**src/rtl/pipe_stage_reg.sv**
```systemverilog
// rtl/pipe_stage_reg.sv - inter-stage pipeline register with valid/ready, optional skid entry,
// exception NOP substitution, flush and saturating stall/bubble counters.
module pipe_stage_reg #(
  parameter int INSTR_W = 32,
  parameter int PC_W    = 32,
  parameter int EXC_W   = 5,
  parameter int SKID    = 1,
  parameter int CNT_W   = 16
) (
  input  logic               Clk,
  input  logic               Rst,
  input  logic               flush,
  input  logic               in_valid,
  output logic               in_ready,
  input  logic [INSTR_W-1:0] in_instr,
  input  logic [PC_W-1:0]    in_pc,
  input  logic               in_bd,
  input  logic [EXC_W-1:0]   in_exc,
  output logic               out_valid,
  input  logic               out_ready,
  output logic [INSTR_W-1:0] out_instr,
  output logic [PC_W-1:0]    out_pc,
  output logic [PC_W-1:0]    out_pc8,
  output logic               out_bd,
  output logic [EXC_W-1:0]   out_exc,
  output logic [CNT_W-1:0]   stall_cnt,
  output logic [CNT_W-1:0]   bubble_cnt
);

  typedef enum logic [1:0] {
    EMPTY = 2'd0,
    ONE   = 2'd1,
    FULL  = 2'd2
  } state_t;

  // A faulting fetch travels as a NOP but keeps pc/bd/exc so CP0 sees EPC and BD.
  logic [INSTR_W-1:0] cap_instr;
  logic [PC_W-1:0]    cap_pc8;

  assign cap_instr = (in_exc != '0) ? '0 : in_instr;
  assign cap_pc8   = in_pc + PC_W'(8);

  always_ff @(posedge Clk) begin
    if (Rst) begin
      stall_cnt  <= '0;
      bubble_cnt <= '0;
    end else begin
      if (out_valid && !out_ready && (stall_cnt != '1))
        stall_cnt <= stall_cnt + CNT_W'(1);
      if (!out_valid && out_ready && (bubble_cnt != '1))
        bubble_cnt <= bubble_cnt + CNT_W'(1);
    end
  end

  generate
    if (SKID == 0) begin : g_single
      assign in_ready = ~out_valid | out_ready;

      always_ff @(posedge Clk) begin
        if (Rst || flush) begin
          out_valid <= 1'b0;
          out_instr <= '0;
          out_pc    <= '0;
          out_pc8   <= '0;
          out_bd    <= 1'b0;
          out_exc   <= '0;
        end else if (in_ready) begin
          out_valid <= in_valid;
          out_instr <= in_valid ? cap_instr : '0;
          out_pc    <= in_valid ? in_pc     : '0;
          out_pc8   <= in_valid ? cap_pc8   : '0;
          out_bd    <= in_valid ? in_bd     : 1'b0;
          out_exc   <= in_valid ? in_exc    : '0;
        end
      end
    end else begin : g_skid
      state_t             state_q, state_d;
      logic               accept, drain;
      logic               load_main, load_skid, move_skid, clear_main;
      logic [INSTR_W-1:0] skid_instr;
      logic [PC_W-1:0]    skid_pc;
      logic [PC_W-1:0]    skid_pc8;
      logic               skid_bd;
      logic [EXC_W-1:0]   skid_exc;

      // in_ready depends only on the state register, never on out_ready.
      assign in_ready  = (state_q != FULL);
      assign out_valid = (state_q != EMPTY);
      assign accept    = in_valid & in_ready;
      assign drain     = out_valid & out_ready;

      always_ff @(posedge Clk) begin
        if (Rst) state_q <= EMPTY;
        else     state_q <= state_d;
      end

      always_comb begin
        state_d    = state_q;
        load_main  = 1'b0;
        load_skid  = 1'b0;
        move_skid  = 1'b0;
        clear_main = 1'b0;
        case (state_q)
          EMPTY: begin
            if (accept) begin
              load_main = 1'b1;
              state_d   = ONE;
            end
          end
          ONE: begin
            if (accept && drain) begin
              load_main = 1'b1;
            end else if (accept) begin
              load_skid = 1'b1;
              state_d   = FULL;
            end else if (drain) begin
              clear_main = 1'b1;
              state_d    = EMPTY;
            end
          end
          FULL: begin
            if (drain) begin
              move_skid = 1'b1;
              state_d   = ONE;
            end
          end
          default: state_d = EMPTY;
        endcase
        if (flush) begin
          state_d    = EMPTY;
          load_main  = 1'b0;
          load_skid  = 1'b0;
          move_skid  = 1'b0;
          clear_main = 1'b0;
        end
      end

      always_ff @(posedge Clk) begin
        if (Rst || flush) begin
          out_instr  <= '0;
          out_pc     <= '0;
          out_pc8    <= '0;
          out_bd     <= 1'b0;
          out_exc    <= '0;
          skid_instr <= '0;
          skid_pc    <= '0;
          skid_pc8   <= '0;
          skid_bd    <= 1'b0;
          skid_exc   <= '0;
        end else begin
          if (load_main) begin
            out_instr <= cap_instr;
            out_pc    <= in_pc;
            out_pc8   <= cap_pc8;
            out_bd    <= in_bd;
            out_exc   <= in_exc;
          end
          if (clear_main) begin
            out_instr <= '0;
            out_pc    <= '0;
            out_pc8   <= '0;
            out_bd    <= 1'b0;
            out_exc   <= '0;
          end
          if (load_skid) begin
            skid_instr <= cap_instr;
            skid_pc    <= in_pc;
            skid_pc8   <= cap_pc8;
            skid_bd    <= in_bd;
            skid_exc   <= in_exc;
          end
          if (move_skid) begin
            out_instr  <= skid_instr;
            out_pc     <= skid_pc;
            out_pc8    <= skid_pc8;
            out_bd     <= skid_bd;
            out_exc    <= skid_exc;
            skid_instr <= '0;
            skid_pc    <= '0;
            skid_pc8   <= '0;
            skid_bd    <= 1'b0;
            skid_exc   <= '0;
          end
        end
      end
    end
  endgenerate

endmodule

```
**config.mk**
```make
export PLATFORM = sky130hd
export DESIGN_NAME = pipe_stage_reg
export DESIGN_NICKNAME = d
export VERILOG_FILES = /design/src/rtl/pipe_stage_reg.sv
export SDC_FILE = /design/constraint.sdc
export NUM_CORES = 1
export LEC_CHECK = 0
export CAP_MARGIN = 20
export CORE_ASPECT_RATIO = 1.5
export CORE_MARGIN = 3
export CORE_UTILIZATION = 55
export DETAILED_ROUTE_END_ITERATION = 10
export PLACE_DENSITY = 0.82
export SLEW_MARGIN = 20
export SYNTH_ARGS = -nofsm -noshare
export SYNTH_HDL_FRONTEND = slang
export SYNTH_SLANG_ARGS = --single-unit
```
**constraint.sdc**
```tcl
create_clock -name Clk -period 6.7 [get_ports Clk]
set_input_delay 1.005 -clock Clk [delete_from_list [all_inputs] [get_ports Clk]]
set_output_delay 1.005 -clock Clk [all_outputs]
set_load 0.005 [all_outputs]
```
==> flow_metrics.py, run 1 <==
metrics = {
    "grt": {
        "grt_antenna_before_repair": 0,
        "grt_pass1_vias": 8972,
        "total_routing_resource_utilization_after_global_routing_pct": 27.1,
        "largest_net_degree_at_the_start_of_global_routing": 100,
        "grt_pass1_wl_um": 44200,
        "grt.overflow.total": 0,
    },
    "die": {
        "core_area_sq_um": 17400,
        "number_of_rows_in_the_core_area": 59,
        "pin_count": 211,
        "floorplan.die_area_sq_um": 19400,
        "die_width_um": 115,
        "starting_density_of_the_core_pct": 56.1,
        "chipHeight_um": 169,
    },
    "critical_path": {
        "critPathBufInv": 2,
        "critical-path-max-stage-delay_ns": 0.73,
        "start_kind": "input pin",
        "crit_arrival_ns": 3.74,
        "crit_slowest_cell": "sky130_fd_sc_hd__clkdlybuf4s50_1",
        "critical_path.top_delay_family": "buffers and inverters",
        "cp-end-kind": "flop",
        "worst-path-max-fanout": 56,
        "crit_chain": "clkdlybuf4s50_1 > nand2b_1 > a21o_2 > buf_4 > a21oi_1 > a2111oi_0",
        "crit_type": "input pin to flop",
        "worst_ep_required_time_ns": 7.08,
    },
    "yosys": {
        "complex_gate_fraction_of_the_synthesized_area_pct": 23.7,
        "post_synth_fa_ha_maj_area_fraction_pct": 0.384,
        "synth.area.mux_share_pct": 0.307,
        "postSynthNetCount": 1292,
        "ys.flop_type": "sky130_fd_sc_hd__dfxtp_1",
        "synth_enable_flop_cells": 0,
        "synth_top_family_by_area": "compound AO/OA/AOI/OAI gates",
        "ys_types": 46,
        "async_reset_ff_share_pct": 0,
        "post_synth_xor_area_fraction_pct": 4.66,
        "simple_logic_cell_fraction_of_the_synthesized_area_pct": 18.9,
        "cell_area_after_technology_mapping_sq_um": 9770,
        "synth_top_cells_by_area": "sky130_fd_sc_hd__dfxtp_1 (48%), sky130_fd_sc_hd__a21oi_1 (10%), sky130_fd_sc_hd__o21ai_0 (7.3%), sky130_fd_sc_hd__nand2_1 (6.9%), sky130_fd_sc_hd__clkbuf_1 (3.5%)",
        "synth-seq-cells": 232,
        "synth_warnings": 0,
        "synth_seq_area_share_pct": 47.5,
        "cell_accounting_for_the_most_synthesized_area": "sky130_fd_sc_hd__dfxtp_1",
        "postSynthAreaPerCell_sq_um": 8.05,
        "netlist_instances": 1214,
        "yosys.area.top_type_share_pct": 47.5,
    },
    "drt": {
        "first_iter_violations": 1011,
        "route.antenna.remaining_nets": 0,
        "via_per_inst": 5.98,
        "vias": 9465,
        "post_route_drc": 0,
        "wirelength_um": 27500,
        "drt-wirelength-per-cell_um": 17.4,
        "firstDrtPassIters": 5,
    },
    "finish": {
        "finish.net_count": 1433,
        "layout_cells_sized_above_1_pct": 5.32,
        "n_antenna_cell": 0,
        "fillerInstances": 1361,
        "area.growth.synth_to_final_pct": 29.5,
    },
    "sta": {
        "finalCriticalPeriod_ns": 3.36,
        "worst_slack_ns": 3.34,
        "period_share_pct": 50.2,
        "timing.slew.headroom_pct": 24.3,
        "max_freq_mhz": 298,
        "worst_slew_pin_slew_ns": 1.14,
        "worst_clock_skew_ns": 0.00730,
        "setup_viol": 0,
        "slew_violations": 0,
        "grt_setup_unrepaired": "no",
        "hold_viol": 0,
        "final.setup.tns_ns": 0,
    },
    "power_and_ir_drop": {
        "power.density_cell_area_nw_per_um2": 238,
        "leakagePower_nw": 4.13,
        "power.ir.vdd_worst_mv": 0.202,
    },
    "clock_network": {
        "tritoncts": "yes",
        "cts_max_path_buffers": 3,
        "tritoncts.num_buffers": 22,
        "cts.htree.levels": 1,
        "cts.clk_slew.worst_paths_ns": 0.07,
        "worst_skew_late_latency_ns": 0.50,
        "clockRootBuffer": "sky130_fd_sc_hd__clkbuf_16",
        "ctsHoldBuffers": 0,
        "post_cts_resize_count": 0,
        "postCtsSetupRepairBufs": 0,
        "tritoncts_num_sinks": 232,
    },
    "status": {
        "status": "finished clean",
    },
    "placement": {
        "post-place-ws_ns": 2.86,
        "gp_congestion": 0.854,
        "hpwl_um": 17200,
        "io_buffer_count": 210,
    },
    "flow_run": {
        "cap_viol_max_count": 0,
    },
    "min_path": {
        "hold_class": "flop to flop",
    },
}
-- worst paths after layout --
| path | from | end | slack (ns) | cells past startpoint |
|---|---|---|---|---|
| min reg2reg | g_skid.skid_exc[4]$_SDFFE_PP0P_ | out_exc[4]$_SDFFE_PP0P_ | 0.45 | 2 |
| max reg2reg | g_skid.state_q[0]$_SDFFE_PP0P_ | out_pc8[21]$_SDFFE_PP0P_ | 3.96 | 5 |
| min | g_skid.skid_exc[4]$_SDFFE_PP0P_ | out_exc[4]$_SDFFE_PP0P_ | 0.45 | 2 |
| max | flush | out_pc8[21]$_SDFFE_PP0P_ | 3.34 | 6 |
-- where the power goes --
| group | switching [W] | leakage (nW) | internal (W) | total, W |
|---|---|---|---|---|
| registers | 0.0000173 | 1.88 | 0.00140 | 0.00142 |
| clock network | 0.000533 | 0.387 | 0.000803 | 0.00134 |
| logic | 0.000134 | 1.87 | 0.000115 | 0.000249 |
-- through the flow --
stage / power, W / utilization [%] / area [sq um] / hold slack, ns / cells
2_1_floorplan: 0.00156 / - / 9770 / 0.430 / 1214
3_3_place_gp: 0.00170 / 68.1 / 11900 / 0.435 / 1544
3_5_place_dp: 0.00170 / 68.1 / 11900 / 0.442 / 1544
4_1_cts: 0.00303 / 72.6 / 12600 / 0.446 / 1584
5_1_grt: 0.00310 / 72.6 / 12600 / 0.468 / 1584
6_report: 0.00301 / 72.6 / 12600 / 0.445 / 1584
-- layout by cell type, fill, tap and decap left out, types with 4 or more instances in the layout --
cell type and n:
sky130_fd_sc_hd__nor3_1 21, sky130_fd_sc_hd__a2111oi_0 12, sky130_fd_sc_hd__clkbuf_16 23, sky130_fd_sc_hd__dfxtp_1 232, sky130_fd_sc_hd__nor4_1 8, sky130_fd_sc_hd__nand4_1 18, sky130_fd_sc_hd__a21oi_1 202, sky130_fd_sc_hd__clkbuf_8 5
sky130_fd_sc_hd__inv_1 6, sky130_fd_sc_hd__or3_1 5, sky130_fd_sc_hd__nor2_4 4, sky130_fd_sc_hd__nand2b_1 4, sky130_fd_sc_hd__clkdlybuf4s50_1 210, sky130_fd_sc_hd__o21ai_0 143, sky130_fd_sc_hd__xnor2_1 30, sky130_fd_sc_hd__nor2_1 80
sky130_fd_sc_hd__buf_4 13, sky130_fd_sc_hd__a211oi_1 5, sky130_fd_sc_hd__nand3_1 51, sky130_fd_sc_hd__a2111oi_2 4, sky130_fd_sc_hd__nand2_1 179, sky130_fd_sc_hd__xor2_1 22, sky130_fd_sc_hd__a32oi_1 32, sky130_fd_sc_hd__a22oi_1 7
-- layer usage --
layer  up-vias  wire length (um)  global-route usage [%]
met1      4465             11100                    34.7
met4         0               813                    9.40
met2       391             13500                    46.2
met5         -                 0                       0
li1       4559                 -                       -
met3        50              2140                    4.50
-- kinds of logic (layout without fill, tap and decap cells) --
group | after synthesis | in the layout
simple gates | 401 | 401
xor+xnor | 52 | 52
mux | 3 | 3
fa+ha+maj | 3 | 3
flops | 232 | 232
compound gates | 411 | 411
buf+inv | 112 | 269
-- cells in the mapped netlist (2+ instances only) --
cell type                     n
sky130_fd_sc_hd__a2111oi_0   12
sky130_fd_sc_hd__a2111oi_2    4
sky130_fd_sc_hd__a211oi_1     5
sky130_fd_sc_hd__a21oi_1    202
sky130_fd_sc_hd__a22oi_1      7
sky130_fd_sc_hd__a32oi_1     32
sky130_fd_sc_hd__and3_1       3
sky130_fd_sc_hd__buf_1        7
sky130_fd_sc_hd__buf_2        3
sky130_fd_sc_hd__buf_4        3
sky130_fd_sc_hd__clkbuf_1    91
sky130_fd_sc_hd__dfxtp_1    232
sky130_fd_sc_hd__ha_1         3
sky130_fd_sc_hd__inv_1        6
sky130_fd_sc_hd__mux2i_1      3
sky130_fd_sc_hd__nand2_1    180
sky130_fd_sc_hd__nand2b_1     4
sky130_fd_sc_hd__nand3_1     51
sky130_fd_sc_hd__nand3b_1     3
sky130_fd_sc_hd__nand4_1     18
sky130_fd_sc_hd__nor2_1      84
sky130_fd_sc_hd__nor2b_1      2
sky130_fd_sc_hd__nor3_1      23
sky130_fd_sc_hd__nor3b_1      3
sky130_fd_sc_hd__nor4_1       8
sky130_fd_sc_hd__nor4_4       3
sky130_fd_sc_hd__nor4b_1      2
sky130_fd_sc_hd__o21a_1       2
sky130_fd_sc_hd__o21ai_0    143
sky130_fd_sc_hd__or2_2        3
sky130_fd_sc_hd__or3_1        6
sky130_fd_sc_hd__or4_1        2
sky130_fd_sc_hd__xnor2_1     30
sky130_fd_sc_hd__xor2_1      22
-- final cells by class --
cell class	instances	area, sq um	area share, %
Inverter	6	22.5	0.178
Clock buffer	31	656	5.18
Timing Repair Buffer	223	2200	17.4
Multi-Input combinational cell	870	4730	37.4
Clock inverter	9	133	1.05
Tap cell	213	267	2.11
Sequential cell	232	4640	36.7
-- registers in the layout, indices dropped and copies added (netlist names), 5 cells and up --
name and flops:
bubble_cnt 16, g_skid.skid_exc 5, g_skid.skid_instr 32, g_skid.skid_pc 32, g_skid.skid_pc8 29, out_exc 5
out_instr 32, out_pc 32, out_pc8 29, stall_cnt 16
-- worst register-to-register path: stages, from the launching register on --
cell	delay, ns
sky130_fd_sc_hd__dfxtp_1	0.52
sky130_fd_sc_hd__nand2b_1	0.31
sky130_fd_sc_hd__a21o_2	0.70
sky130_fd_sc_hd__buf_4	0.66
sky130_fd_sc_hd__a21oi_1	0.13
sky130_fd_sc_hd__a2111oi_0	0.31
Power figures use the tool's default switching activity.
==> run 2, diff against run 1 <==
Settings changed: CORE_UTILIZATION 55 to 46, PLACE_DENSITY 0.82 to 0.72.
Clock period 6.7 ns to 2.95 ns, I/O delays scaled along.
==> run 2 against run 1 <==
Effect of this change:
- sequential share of layout area shrank 1.0 points
- largest power group unchanged
- critical endpoint is now out_pc8[29]$_SDFFE_PP0P_
- clock power grew 120%
- cell area grew 2.8%
- critical path type unchanged
- power grew 130%
- sequential cell count is the same
==> flow_metrics.py, run 2 (same netlist as run 1, synthesis figures left out) <==
metrics = {
    "placement": {
        "dpl-instance-area_sq_um": 12200,
        "post-place-ws_ns": 0.0219,
        "hpwl_um": 18900,
        "gp_congestion": 0.839,
        "io_buffer_count": 210,
    },
    "drt": {
        "firstDrtPassIters": 5,
        "wirelength_um": 29700,
        "via_per_inst": 5.74,
        "drt-wirelength-per-cell_um": 17.8,
        "vias": 9569,
        "first_iter_violations": 690,
        "post_route_drc": 0,
        "route.antenna.remaining_nets": 0,
    },
    "sta": {
        "hold_viol": 0,
        "grt_setup_unrepaired": "no",
        "setup_viol": 0,
        "timing.slew.headroom_pct": 50.5,
        "worst_hold_margin_ns": 0.451,
        "worst_clock_skew_ns": 0.00582,
        "worst_slack_ns": 0.441,
        "max_freq_mhz": 399,
        "finalCriticalPeriod_ns": 2.51,
        "slew_violations": 0,
        "final.setup.tns_ns": 0,
        "period_share_pct": 85.1,
        "worst_slew_pin_slew_ns": 0.742,
    },
    "power_and_ir_drop": {
        "leakagePower_nw": 4.30,
        "power.density_cell_area_nw_per_um2": 520,
        "power_frac_clock_pct": 43.3,
        "p_sw_w": 0.00156,
        "comb_power_share_pct": 9.0,
        "swShare_pct": 23.1,
        "power.ir.vdd_worst_mv": 0.407,
        "power_frac_seq_pct": 47.7,
        "internal-power_w": 0.00521,
    },
    "die": {
        "floorplan.die_area_sq_um": 23100,
        "core_area_sq_um": 20700,
        "pin_count": 211,
        "starting_density_of_the_core_pct": 47.3,
        "chipHeight_um": 184,
        "die_width_um": 125,
        "number_of_rows_in_the_core_area": 64,
    },
    "critical_path": {
        "start_kind": "input pin",
        "timing.rr.start": "g_skid.state_q[0]$_SDFFE_PP0P_",
        "worst_ep_required_time_ns": 3.30,
        "worst_r2r_endpoint": "out_pc8[6]$_SDFFE_PP0P_",
        "cp-end-kind": "flop",
        "worst-r2r-setup-slack_ns": 0.86,
        "crit_arrival_ns": 2.86,
        "crit_type": "input pin to flop",
        "worst-path-max-fanout": 4,
        "logic_depth_of_the_worst_register_to_register_path": 5,
    },
    "clock_network": {
        "tritoncts.num_buffers": 23,
        "cts.clk_slew.worst_paths_ns": 0.06,
        "tritoncts": "yes",
        "tritoncts_num_sinks": 232,
        "post_cts_resize_count": 0,
        "cts.htree.levels": 1,
        "cts_max_path_buffers": 3,
        "postCtsSetupRepairBufs": 0,
        "worst_skew_late_latency_ns": 0.50,
        "clockRootBuffer": "sky130_fd_sc_hd__clkbuf_16",
        "ctsHoldBuffers": 0,
    },
    "finish": {
        "layout.cells.most_common_list": "sky130_fd_sc_hd__dfxtp_1 (232), sky130_fd_sc_hd__clkdlybuf4s50_1 (210), sky130_fd_sc_hd__a21oi_1 (202)",
        "most_common_cell_after_layout_fill_and_taps_aside": "sky130_fd_sc_hd__dfxtp_1",
        "area.growth.synth_to_final_pct": 33.1,
        "final_cell_area_sq_um": 13000,
        "finish.net_count": 1464,
        "layout_cells_sized_above_1_pct": 7.21,
    },
    "grt": {
        "grt_antenna_before_repair": 0,
        "total_routing_resource_utilization_after_global_routing_pct": 24.5,
        "largest_net_degree_at_the_start_of_global_routing": 100,
        "grt_pass1_wl_um": 47300,
        "grt.overflow.total": 0,
        "grt_pass1_vias": 9044,
    },
    "min_path": {
        "min-delay-start": "g_skid.skid_exc[0]$_SDFFE_PP0P_",
        "hold_path_depth": 2,
        "hold_class": "flop to flop",
        "min_to": "out_exc[0]$_SDFFE_PP0P_",
    },
    "status": {
        "status": "finished clean",
    },
    "flow_run": {
        "cap_viol_max_count": 0,
    },
}
==> run 2: stage by stage <==
step | instances | utilization, % | power, W
after floorplan | 1214 | - | 0.00354
after global placement | 1625 | 59.3 | 0.00390
after detailed placement | 1625 | 59.3 | 0.00391
after CTS | 1665 | 62.9 | 0.00683
after global routing | 1665 | 62.9 | 0.00701
final | 1666 | 62.9 | 0.00677
==> run 2: layout make-up <==
cell class / instances / area [sq um]
well taps: 264 / 330
inverters: 6 / 22.5
repair buffers: 253 / 2520
clock buffers: 36 / 704
fillers: 1882 / 7650
multi-input cells: 870 / 4730
flip-flops and latches: 232 / 4640
diodes: 1 / 2.50
clock inverters: 4 / 48.8
==> run 2: critical path, cell delays in order <==
cell and delay [ns]:
sky130_fd_sc_hd__clkdlybuf4s50_1 0.52, sky130_fd_sc_hd__ha_1 0.19, sky130_fd_sc_hd__nand2_1 0.12, sky130_fd_sc_hd__or4_4 0.45, sky130_fd_sc_hd__or4_1 0.50, sky130_fd_sc_hd__xnor2_1 0.16
sky130_fd_sc_hd__a2111oi_0 0.48
==> run 2: routing by layer <==
| metal | up-vias | track usage, % | share of wire [%] |
|---|---|---|---|
| met1 | 4596 | 30.4 | 41 |
| li1 | 4620 | - | - |
| met5 | - | 0 | 0 |
| met4 | 0 | 6.99 | 2.2 |
| met2 | 312 | 43.9 | 51 |
| met3 | 41 | 4.15 | 5.8 |
==> run 2: power by group through the flow <==
stage / registers [W] / logic, W / clock network, W
final: 0.00323 / 0.000609 / 0.00293
after global routing: 0.00324 / 0.000656 / 0.00312
after CTS: 0.00323 / 0.000609 / 0.00299
after detailed placement: 0.00330 / 0.000605 / 0
after global placement: 0.00330 / 0.000600 / 0
after floorplan: 0.00329 / 0.000241 / 0
==> run 2: worst max-delay path by stage <==
stage / startpoint / slack (ns) / to
after global routing: in_pc[4] / 0.34 / out_pc8[29]$_SDFFE_PP0P_
after CTS: in_pc[4] / 0.43 / out_pc8[29]$_SDFFE_PP0P_
after global placement: in_pc[4] / 0.12 / out_pc8[29]$_SDFFE_PP0P_
after floorplan: in_pc[6] / 0.45 / out_pc8[29]$_SDFFE_PP0P_
after detailed placement: in_pc[4] / 0.02 / out_pc8[29]$_SDFFE_PP0P_
final: in_pc[4] / 0.44 / out_pc8[29]$_SDFFE_PP0P_
==> run 3, diff against run 2 <==
Settings changed: PLACE_DENSITY 0.72 to 0.76, SKIP_CTS_REPAIR_TIMING set to 1.
==> run 3 against run 2 <==
Effect of this change:
- utilization about the same
- clock-buffer cell count down 4
- clock skew is 0.0075 ns higher
- cell area barely moved
- clock power is essentially flat
- highest routed layer unchanged
==> flow_metrics.py, run 3 (same netlist as run 1, synthesis figures left out) <==
metrics = {
    "flow_run": {
        "cap_viol_max_count": 0,
    },
    "status": {
        "status": "finished clean",
    },
    "critical_path": {
        "worst_ep_required_time_ns": 3.34,
        "timing.rr.start": "g_skid.state_q[0]$_SDFFE_PP0P_",
        "crit_slowest_cell": "sky130_fd_sc_hd__clkdlybuf4s50_1",
        "crit_type": "input pin to flop",
        "cp-end-kind": "flop",
        "crit_chain": "clkdlybuf4s50_1 > ha_1 > nand2_1 > or4_4 > or4_1 > xnor2_1 > a2111oi_0",
        "start_kind": "input pin",
        "critical-path-max-stage-delay_ns": 0.52,
        "worst-path-max-fanout": 4,
        "crit_arrival_ns": 2.76,
        "worst-r2r-setup-slack_ns": 0.87,
        "logic_depth_of_the_worst_register_to_register_path": 5,
        "worst_r2r_endpoint": "out_instr[19]$_SDFFE_PP0P_",
    },
    "die": {
        "number_of_rows_in_the_core_area": 64,
        "die_width_um": 125,
        "chipHeight_um": 184,
        "floorplan.die_area_sq_um": 23100,
        "starting_density_of_the_core_pct": 47.3,
        "core_area_sq_um": 20700,
        "pin_count": 211,
    },
    "finish": {
        "area.growth.synth_to_final_pct": 33.1,
        "multi_input_area_sq_um": 4730,
        "most_common_cell_after_layout_fill_and_taps_aside": "sky130_fd_sc_hd__dfxtp_1",
        "layout.area.seq_sq_um": 4640,
        "finish.net_count": 1464,
        "layout_cells_sized_above_1_pct": 7.28,
        "layout.cells.most_common_list": "sky130_fd_sc_hd__dfxtp_1 (232), sky130_fd_sc_hd__clkdlybuf4s50_1 (210), sky130_fd_sc_hd__a21oi_1 (202)",
        "fillerInstances": 1791,
    },
    "power_and_ir_drop": {
        "total_power_w": 0.00677,
        "internal-power_w": 0.00521,
        "power_frac_seq_pct": 47.7,
        "leakagePower_nw": 4.30,
        "power.density_cell_area_nw_per_um2": 521,
        "power.ir.vdd_worst_mv": 0.368,
        "p_sw_w": 0.00156,
        "comb_power_share_pct": 9.0,
        "power_frac_clock_pct": 43.3,
        "swShare_pct": 23.0,
    },
    "drt": {
        "met1_length_um": 11800,
        "vias": 9622,
        "drt-wirelength-per-cell_um": 17.7,
        "wirelength_um": 29500,
        "met3_length_um": 1890,
        "detailroute.wirelength.met2_um": 14600,
        "via_per_inst": 5.77,
        "highest_metal_layer_with_signal_wires": "met4",
        "firstDrtPassIters": 7,
        "first_iter_violations": 682,
        "post_route_drc": 0,
        "route.antenna.remaining_nets": 0,
    },
    "grt": {
        "largest_net_degree_at_the_start_of_global_routing": 118,
        "total_routing_resource_utilization_after_global_routing_pct": 24.3,
        "grt_antenna_before_repair": 2,
        "grt.overflow.total": 0,
        "grt_pass1_vias": 9279,
        "grt_pass1_wl_um": 47400,
    },
    "placement": {
        "io_buffer_count": 210,
        "gp_congestion": 0.861,
        "post-place-ws_ns": 0.0604,
        "hpwl_um": 18800,
    },
    "min_path": {
        "hold_class": "flop to flop",
        "min_to": "out_pc[0]$_SDFFE_PP0P_",
        "min-delay-start": "g_skid.skid_pc[0]$_SDFFE_PP0P_",
        "hold_path_depth": 2,
    },
    "clock_network": {
        "cts.clk_slew.worst_paths_ns": 0.06,
        "cts.htree.levels": 1,
        "cts_max_path_buffers": 3,
        "clockRootBuffer": "sky130_fd_sc_hd__clkbuf_16",
        "tritoncts.num_buffers": 23,
        "tritoncts_num_sinks": 232,
        "tritoncts": "yes",
        "worst_skew_late_latency_ns": 0.51,
    },
    "sta": {
        "hold_viol": 0,
        "grt_setup_unrepaired": "no",
        "max_freq_mhz": 421,
        "slew_violations": 0,
        "worst_slew_pin_slew_ns": 0.731,
        "finalCriticalPeriod_ns": 2.38,
        "timing.slew.headroom_pct": 51.2,
        "worst_clock_skew_ns": 0.0133,
        "worst_slack_ns": 0.573,
        "setup_viol": 0,
        "period_share_pct": 80.6,
        "final.setup.tns_ns": 0,
    },
}
run 3: changes by cell type in the layout (fill, tap and decap cells not counted):
cell,delta
sky130_fd_sc_hd__bufinv_16,+1
sky130_fd_sc_hd__diode_2,+1
sky130_fd_sc_hd__clkbuf_8,-3
sky130_fd_sc_hd__clkbuf_1,-1
sky130_fd_sc_hd__clkinv_2,+3
run 3: worst max path at each step:
stage | from | end | slack, ns | cells past startpoint
after global placement | in_pc[4] | out_pc8[29]$_SDFFE_PP0P_ | 0.13 | 7
final | in_pc[4] | out_pc8[29]$_SDFFE_PP0P_ | 0.57 | 7
after detailed placement | in_pc[4] | out_pc8[29]$_SDFFE_PP0P_ | 0.06 | 7
after CTS | in_pc[4] | out_pc8[29]$_SDFFE_PP0P_ | 0.58 | 7
after floorplan | in_pc[6] | out_pc8[29]$_SDFFE_PP0P_ | 0.45 | 7
after global routing | in_pc[4] | out_pc8[29]$_SDFFE_PP0P_ | 0.43 | 7
run 3: critical path: cells and delay by family:
family	cells	cell delay [ns]
adders and majority gates	1	0.19
and+or+nand+nor	3	1.07
AOI/OAI and AO/OA	1	0.39
buffers and inverters	1	0.52
xor gates and xnor gates	1	0.15
run 3: final cells by class:
class | count | share of cell area, %
Timing Repair Buffer | 253 | 19.4
Tap cell | 264 | 2.54
Antenna cell | 2 | 0.0385
Multi-Input combinational cell | 870 | 36.3
Clock buffer | 32 | 5.07
Inverter | 6 | 0.173
Sequential cell | 232 | 35.7
Clock inverter | 8 | 0.721
run 3: per-layer routing:
layer / up-vias / global-route usage (%)
met5: - / 0
met1: 4541 / 29.8
met2: 379 / 42.1
met3: 70 / 4.58
met4: 0 / 9.98
li1: 4632 / -
run 3: power by group through the flow:
| stage | Clock (W) | Sequential [W] | Combinational [W] |
|---|---|---|---|
| 6_report | 0.00293 | 0.00323 | 0.000609 |
| 5_1_grt | 0.00313 | 0.00323 | 0.000655 |
| 4_1_cts | 0.00298 | 0.00323 | 0.000609 |
| 3_5_place_dp | 0 | 0.00330 | 0.000605 |
| 3_3_place_gp | 0 | 0.00330 | 0.000597 |
| 2_1_floorplan | 0 | 0.00329 | 0.000241 |
run 3: metrics by stage:
step | instance area (sq um) | hold WS (ns) | cells | util, %
global placement | 12200 | 0.438 | 1625 | 59.3
global route | 13000 | 0.457 | 1667 | 63.0
finish | 13000 | 0.445 | 1667 | 63.0
floorplan | 9770 | 0.430 | 1214 | -
CTS | 13000 | 0.454 | 1665 | 62.9
detailed placement | 12200 | 0.442 | 1625 | 59.3
